===== src/rtl/canvas_pkg.sv =====
// canvas_pkg: shared constants, state encoding and pixel-address packing for the canvas buffer
package canvas_pkg;
    localparam int SIDE = 32;
    localparam int COORD_W = $clog2(SIDE);
    localparam int ADDR_W = 2 * COORD_W;
    localparam int CHAR_W = 8;
    localparam int TIMEOUT = 2047;
    localparam int TMO_W = $clog2(TIMEOUT + 1);
    localparam logic [CHAR_W-1:0] FAIL_CHAR = 8'h3F;

    typedef enum logic [1:0] {CLEAR, DRAW, SUBMIT, WAIT} state_t;

    function automatic logic [ADDR_W-1:0] pix_addr(input logic [COORD_W-1:0] y, input logic [COORD_W-1:0] x);
        return {y, x};
    endfunction
endpackage


===== src/rtl/canvas_bitmap_ram.sv =====
// canvas_bitmap_ram: 1024x1 bitmap, synchronous write, asynchronous read
module canvas_bitmap_ram
    import canvas_pkg::*;
(
    input  logic              clk,
    input  logic              i_we,
    input  logic [ADDR_W-1:0] i_waddr,
    input  logic              i_wdata,
    input  logic [ADDR_W-1:0] i_raddr,
    output logic              o_rdata
);
    logic r_mem [0:SIDE*SIDE-1];

    always_ff @(posedge clk)
        if (i_we) r_mem[i_waddr] <= i_wdata;

    assign o_rdata = r_mem[i_raddr];
endmodule


===== src/rtl/canvas_buffer.sv =====
// canvas_buffer: drawing canvas memory, submit handshake and result capture for the recognizer
module canvas_buffer
    import canvas_pkg::*;
(
    input  logic              clk,
    input  logic              rst,
    input  logic [4:0]        pen_x,
    input  logic [4:0]        pen_y,
    input  logic              pen_down,
    input  logic              pen_erase,
    input  logic              clear_req,
    input  logic              submit_req,
    output logic              end_write,
    input  logic [ADDR_W-1:0] read_addr,
    input  logic              read_enable,
    output logic              read_in_data,
    input  logic              ready_to_write,
    input  logic [CHAR_W-1:0] write_data,
    output logic [CHAR_W-1:0] result_char,
    output logic              result_valid,
    output logic              busy
);
    state_t              r_state;
    logic [ADDR_W-1:0]   r_clr;
    logic [TMO_W-1:0]    r_tmo;
    logic                r_end_write;
    logic [CHAR_W-1:0]   r_char;
    logic                r_valid;
    logic                w_we;
    logic [ADDR_W-1:0]   w_waddr;
    logic                w_wdata;
    logic                w_rdata;

    // write port belongs to the clear sweep in CLEAR, to the pen in DRAW
    always_comb begin
        w_we = (r_state == CLEAR) || (r_state == DRAW && pen_down && !clear_req);
        w_waddr = (r_state == CLEAR) ? r_clr : pix_addr(pen_y, pen_x);
        w_wdata = (r_state != CLEAR) && !pen_erase;
    end

    canvas_bitmap_ram u_ram (
        .clk     (clk),
        .i_we    (w_we),
        .i_waddr (w_waddr),
        .i_wdata (w_wdata),
        .i_raddr (read_addr),
        .o_rdata (w_rdata)
    );

    always_ff @(posedge clk or posedge rst) begin
        if (rst) begin
            r_state <= CLEAR;
            r_clr <= '0;
            r_tmo <= '0;
            r_end_write <= 1'b0;
            r_char <= '0;
            r_valid <= 1'b0;
        end else begin
            r_end_write <= 1'b0;
            case (r_state)
                CLEAR: begin
                    r_clr <= r_clr + 1'b1;
                    if (r_clr == ADDR_W'(SIDE * SIDE - 1)) r_state <= DRAW;
                end
                DRAW: begin
                    if (clear_req) begin
                        r_state <= CLEAR;
                        r_clr <= '0;
                        r_valid <= 1'b0;
                    end else if (submit_req) begin
                        r_state <= SUBMIT;
                        r_valid <= 1'b0;
                        r_end_write <= 1'b1;
                    end
                end
                SUBMIT: begin
                    r_tmo <= '0;
                    r_state <= WAIT;
                end
                WAIT: begin
                    if (ready_to_write) begin
                        r_char <= write_data;
                        r_valid <= 1'b1;
                        r_state <= DRAW;
                    end else if (r_tmo == TMO_W'(TIMEOUT - 1)) begin
                        r_tmo <= r_tmo + 1'b1;
                        r_char <= FAIL_CHAR;
                        r_valid <= 1'b1;
                        r_state <= DRAW;
                    end else begin
                        r_tmo <= r_tmo + 1'b1;
                    end
                end
                default: r_state <= CLEAR;
            endcase
        end
    end

    assign end_write = r_end_write;
    assign read_in_data = read_enable && w_rdata;
    assign result_char = r_char;
    assign result_valid = r_valid;
    assign busy = (r_state != DRAW);
endmodule


===== config.mk =====
export PLATFORM = sky130hd
export DESIGN_NAME = canvas_buffer
export DESIGN_NICKNAME = d
export VERILOG_FILES = /design/src/rtl/canvas_pkg.sv /design/src/rtl/canvas_bitmap_ram.sv /design/src/rtl/canvas_buffer.sv
export SDC_FILE = /design/constraint.sdc
export NUM_CORES = 2
export LEC_CHECK = 0
export ABC_AREA = 1
export CAP_MARGIN = 20
export CORE_MARGIN = 5
export CORE_UTILIZATION = 30
export CTS_CLUSTER_SIZE = 28
export DETAILED_ROUTE_END_ITERATION = 10
export PLACE_DENSITY = 0.55
export SYNTH_ARGS = -nofsm -noshare
export SYNTH_HDL_FRONTEND = slang
export SYNTH_SLANG_ARGS = --single-unit

===== constraint.sdc =====
create_clock -name clk -period 34.9 [get_ports clk]
set_input_delay 3.49 -clock clk [delete_from_list [all_inputs] [get_ports clk]]
set_output_delay 3.49 -clock clk [all_outputs]
set_load 0.005 [all_outputs]

# [Word-level counts from Yosys, hierarchy flattened]
# Memories as Yosys holds them, arrays and structs flattened.
# Cells that the tools add are included.
[op_classes] add_sub_neg=2 n_mul=0 div=0 order_cmp=0 n_eq_ne=11 shifts=0 mux=23 bitwise_logic=0 reduce_logical=18
[ops] operator="$pmux W11 S2" count=1
[ops] operator="$mux W10" count=2
[ops] operator="$pmux W10 S2" count=1
[ops] operator="$mux W8" count=2
[ops] operator="$add A11 B1 Y11 const B" count=1
[ops] operator="$eq A11 B11 Y1 const B" count=1
[ops] operator="$mux W11" count=1
[ops] operator="$add A10 B1 Y10 const B" count=1
[ops] operator="$eq A10 B10 Y1 const B" count=1
[ops] operator="$mux W2" count=5
[ops] operator="$reduce_bool A2 Y1" count=5
[ops] operator="$mux W1" count=9
[ops] operator="$pmux W2 S4" count=1
[ops] operator="$ne A3 B3 Y1 const B" count=2
[ops] operator="$reduce_and A2 Y1" count=3
[ops] operator="$reduce_and A3 Y1" count=2
[ops] operator="$eq A2 B2 Y1 const B" count=2
[ops] operator="$logic_and A1 B1 Y1" count=4
[ops] operator="$ne A2 B1 Y1 const B" count=2
[ops] operator="$ne A2 B2 Y1 const B" count=2
[ops] operator="$eq A2 B1 Y1 const B" count=1
[ops] operator="$logic_not A1 Y1" count=2
[ops] operator="$logic_not A2 Y1" count=1
[ops] operator="$pmux W1 S2" count=1
[ops] operator="$logic_or A1 B1 Y1" count=1
[word_totals] reg_bits=33 latch_bits=0 ramBits=1024 rom_bits=0 memories=1
[mem_list] name="u_ram.r_mem" depth=1024 width=1 read_ports=1 rd_clocked_by_memory_dff=0 write_ports=1 line_no="canvas_bitmap_ram.sv:12" source="logic r_mem [0:SIDE*SIDE-1];"

# [Longest topological paths before layout]
[logic_depth] depth_word=6 depth_mapped=16 mapped_depth_nobuf=13

# [By module]
# From an unflattened synthesis, not the netlist that was laid out.
[hier_totals] cells_unflattened=4949 area_unflattened_um2=48311.3
[by_module_without_submodules] module="canvas_bitmap_ram" instances=1 cells_each=4678 area_per_inst_um2=46372.0
[by_module_without_submodules] module="canvas_buffer" instances=1 cells_each=271 area_per_inst_um2=1939.4

# [Worst setup path after synthesis]
# OpenSTA, ideal clock, no wires.
[synth_timing] path_kind="input to register" startpoint="input port pen_erase" endpoint="memory u_ram.r_mem[0] (data pin)" setup_ns=4.986 arrival_ns=26.990 required_time_ns=29.914 setup_slack_ns=2.924 stages=1 path_buffers=0 path_cell_list="nor2_1"
[synth_via] elab_chain_len=2
[synth_rtl] item="start, declared" line_no="canvas_buffer.sv:10" source="input logic pen_erase,"
[synth_rtl] item="$logic_not A1 Y1" line_no="canvas_buffer.sv:38" source="w_wdata = (r_state != CLEAR) && !pen_erase;"
[synth_rtl] item="$logic_and A1 B1 Y1" line_no="canvas_buffer.sv:38"
[synth_rtl] item="end, declared" line_no="canvas_bitmap_ram.sv:12"
# Every way passes these cells.

# [Worst setup path in the final report]
[layout_timing] startpoint="input port read_addr[0]" endpoint="output port read_in_data"
[layout_via] elab_chain_len=2
[layout_rtl] item="start, declared" line_no="canvas_buffer.sv:14" source="input logic [ADDR_W-1:0] read_addr,"
[layout_rtl] item="$mem_v2 Z1024 W1"
[layout_rtl] item="$logic_and A1 B1 Y1" line_no="canvas_buffer.sv:100" source="assign read_in_data = read_enable && w_rdata;"
[layout_rtl] item="end, declared" line_no="canvas_buffer.sv:16" source="output logic read_in_data,"
# Every way passes these cells.

==> metrics.yaml <==
drt-total-wl_um: 148000
end_kind: "output port"
core_area_mm2: 0.160
antenna_left: 0
synth_cells: 4915
worst_pin_slew_ns: 1.41
cts.path.max_buffers: 3
hpwlAfterDp_um: 70800
synthToLayoutAreaGrowth_pct: 12.7
min_period_ns: 11.40
met3_usage: 0.0267
wl_per_cell_um: 21.4
gp_congestion: 0.775
via_per_inst: 5.15
worstReg2RegStart: "r_state[0]$_DFFE_PP0P_"
drive_gt1_frac: 0.0731
grtUsageMet1: 0.231
rsz0062_at_grt: "no"
reg2regPathDepth: 6
period_share: 0.327
synth-seq-cells: 1057
crit_path_top_delay_cell: "buf_4"
status: "finished, final reports clean"
worst_setup_path_start_kind: "primary input"
cts_setup_buffers: 0
synth_area_mm2: 0.0482
first_pass_iters: 6
worstSetupPathType: "primary input to output port"
die_h_um: 411
ys_seq_area_frac: 0.656
syn_nets: 4959
gr-usage-met2: 0.281
maxSlewViolCount: 0
maxCapViolCount: 0
antenna_found_initial: 6
async_flop_share: 0.0312
clock.fmax_mhz: 87.7
r2r_slack_ns: 30.45
port_buffers: 47
h-tree-depth: 3
grt.busiest_layer: "met2"
finalClockSkew_ns: 0.0236
critPathMaxFanout: 203
slew_headroom: 0.0605
clock-sinks: 1057
root_buffer: "clkbuf_16"
power_density_mw_per_mm2: 61.8
yosysTopAreaCellShare: 0.639
reg2reg_to: "u_ram.r_mem[458]$_DFFE_PP_"
numCtsBuffers: 114
peakVddDrop_uv: 50.0
utilization: 0.339
grt.total_usage: 0.170
yosys-top-cells-area: "edfxtp_1 64%, nand3_1 11%, nand2_1 8.9%, nor2_1 8.0%, dfrtp_1 1.7%"
synth_edf_count: 1024
final.setup.tns_ns: 0
drc_errors: 0
grt_max_degree: 264
grt-ovfl-total: 0
layout_commonest_cell: "nand2_1"
hold_class: "register to register"
start_util: 0.301
rows: 147
final_hold_viol_count: 0
clk_latency_ns: 0.70
synth.largest_area_cell: "edfxtp_1"
fp.dieW_um: 411
pin_count: 48
cp_common_cell: "nand3_1"
power.leakage_nw: 18.0
synth_cell_types: 35
cts_tree: "done"
whs_path_depth: 1
avgSynthCellArea_um2: 9.80
synth-main-ff-cell: "edfxtp_1"
nets: 4794
final-setup-viol-count: 0
drt_iter0_drc: 4238
grt_pass1_wl_um: 219000
required_ns: 31.41
min_from: "r_tmo[4]$_DFFE_PP0P_"
via_count: 35700
cts_resized: 0
min_to: "r_tmo[4]$_DFFE_PP0P_"
final_cell_mix: "1121 x nand2_1, 1030 x nor2_1, 1024 x edfxtp_1"
path_cells: "buf_8 > inv_16 > buf_4 > nand2_1 > nand3_1 > nand3_1 > nand3_1 > nand3_1 > nand3_1 > nand3_1 > nand2_1 > nand2_1 > nand3_1 > nand3_1 > a21oi_1 > clkdlybuf4s50_1"
yosysWarningCount: 0
clk_pin_slew_ns: 0.06
slowest_delay_ns: 0.90
grt_pass1_vias: 34000
cts_hold_buf: 0
arrival_ns: 7.91
dieArea_mm2: 0.169
==> report_power, final <==
part,switching [mW],leakage (nW),internal (mW)
logic,0.522,6.45,0.128
clock network,0.505,1.77,0.668
registers,0.00982,9.76,1.52
==> final cells by class <==
type | count | area (um2)
fill | 16300 | 106000
sequential | 1057 | 31600
multi-input combinational | 3336 | 14400
clock buffer | 151 | 3110
tap | 2086 | 2610
timing repair buffer | 137 | 1680
clock inverter | 60 | 503
inverter | 104 | 420
antenna | 2 | 5.00
==> stage by stage <==
step	hold slack, ns	setup WS (ns)	cell area (um2)	std cells	power (mW)
after CTS	0.492	23.59	53800	6915	3.34
final	0.491	23.50	54300	6933	3.35
after floorplan	0.454	2.92	48200	4915	2.06
after global routing	0.527	23.31	54200	6931	3.47
after global placement	0.476	23.56	50000	6694	2.15
after detailed placement	0.483	23.62	50200	6704	2.17
==> critical path, delay by kind of cell <==
kind	cells	cell delay (ns)
compound gates	1	0.25
buf+inv	4	2.37
simple gates	11	1.50
==> worst max-delay path by stage <==
stage | from | to | slack [ns] | cells after the start
finish | read_addr[0] | read_in_data | 23.50 | 16
global route | read_addr[0] | read_in_data | 23.31 | 16
CTS | read_addr[0] | read_in_data | 23.59 | 16
detailed placement | read_addr[0] | read_in_data | 23.62 | 16
global placement | read_addr[0] | read_in_data | 23.56 | 16
floorplan | pen_erase | u_ram.r_mem[0]$_DFFE_PP_ | 2.92 | 1
==> cells by family (layout without fill, tap and decap cells) <==
kind of cell | count (synthesis) | in the layout | share of synthesized area
simple gates | 3276 | 3276 | 0.286
flops | 1057 | 1057 | 0.656
buf+inv | 522 | 452 | 0.0492
compound gates | 50 | 50 | 0.00663
fa+ha+maj | 8 | 8 | 0.00208
xor+xnor | 2 | 2 | 0.000364
other cells | 0 | 2 | 0
==> flip-flops by register name, indices dropped and copies added, names as in the netlist <==
name          count
r_state           2
result_valid      1
end_write         1
r_clr            10
result_char       8
r_tmo            11
u_ram.r_mem    1024
==> cell usage after synthesis, types with 3 or more instances <==
cell type  number
nor3_1         22
nand4_1         4
nand3_1      1027
ha_1            8
dfrtp_1        33
inv_1          90
inv_2          13
o22a_1          6
buf_4          22
clkbuf_1      151
o21ai_1         4
buf_2         157
o21ai_0        13
a21oi_1        11
nor2_1       1031
nor2_4          5
o22ai_1         3
edfxtp_1     1024
buf_1          71
nand2_1      1141
nor2_2         42
o21ai_2         5
buf_6          17
==> layer usage <==
layer,up-vias,routed length [um]
met5,-,0
li1,16200,-
met1,17700,62200
met3,246,12500
met2,1489,69300
met4,0,4360
(Power assumes the default switching activity.)
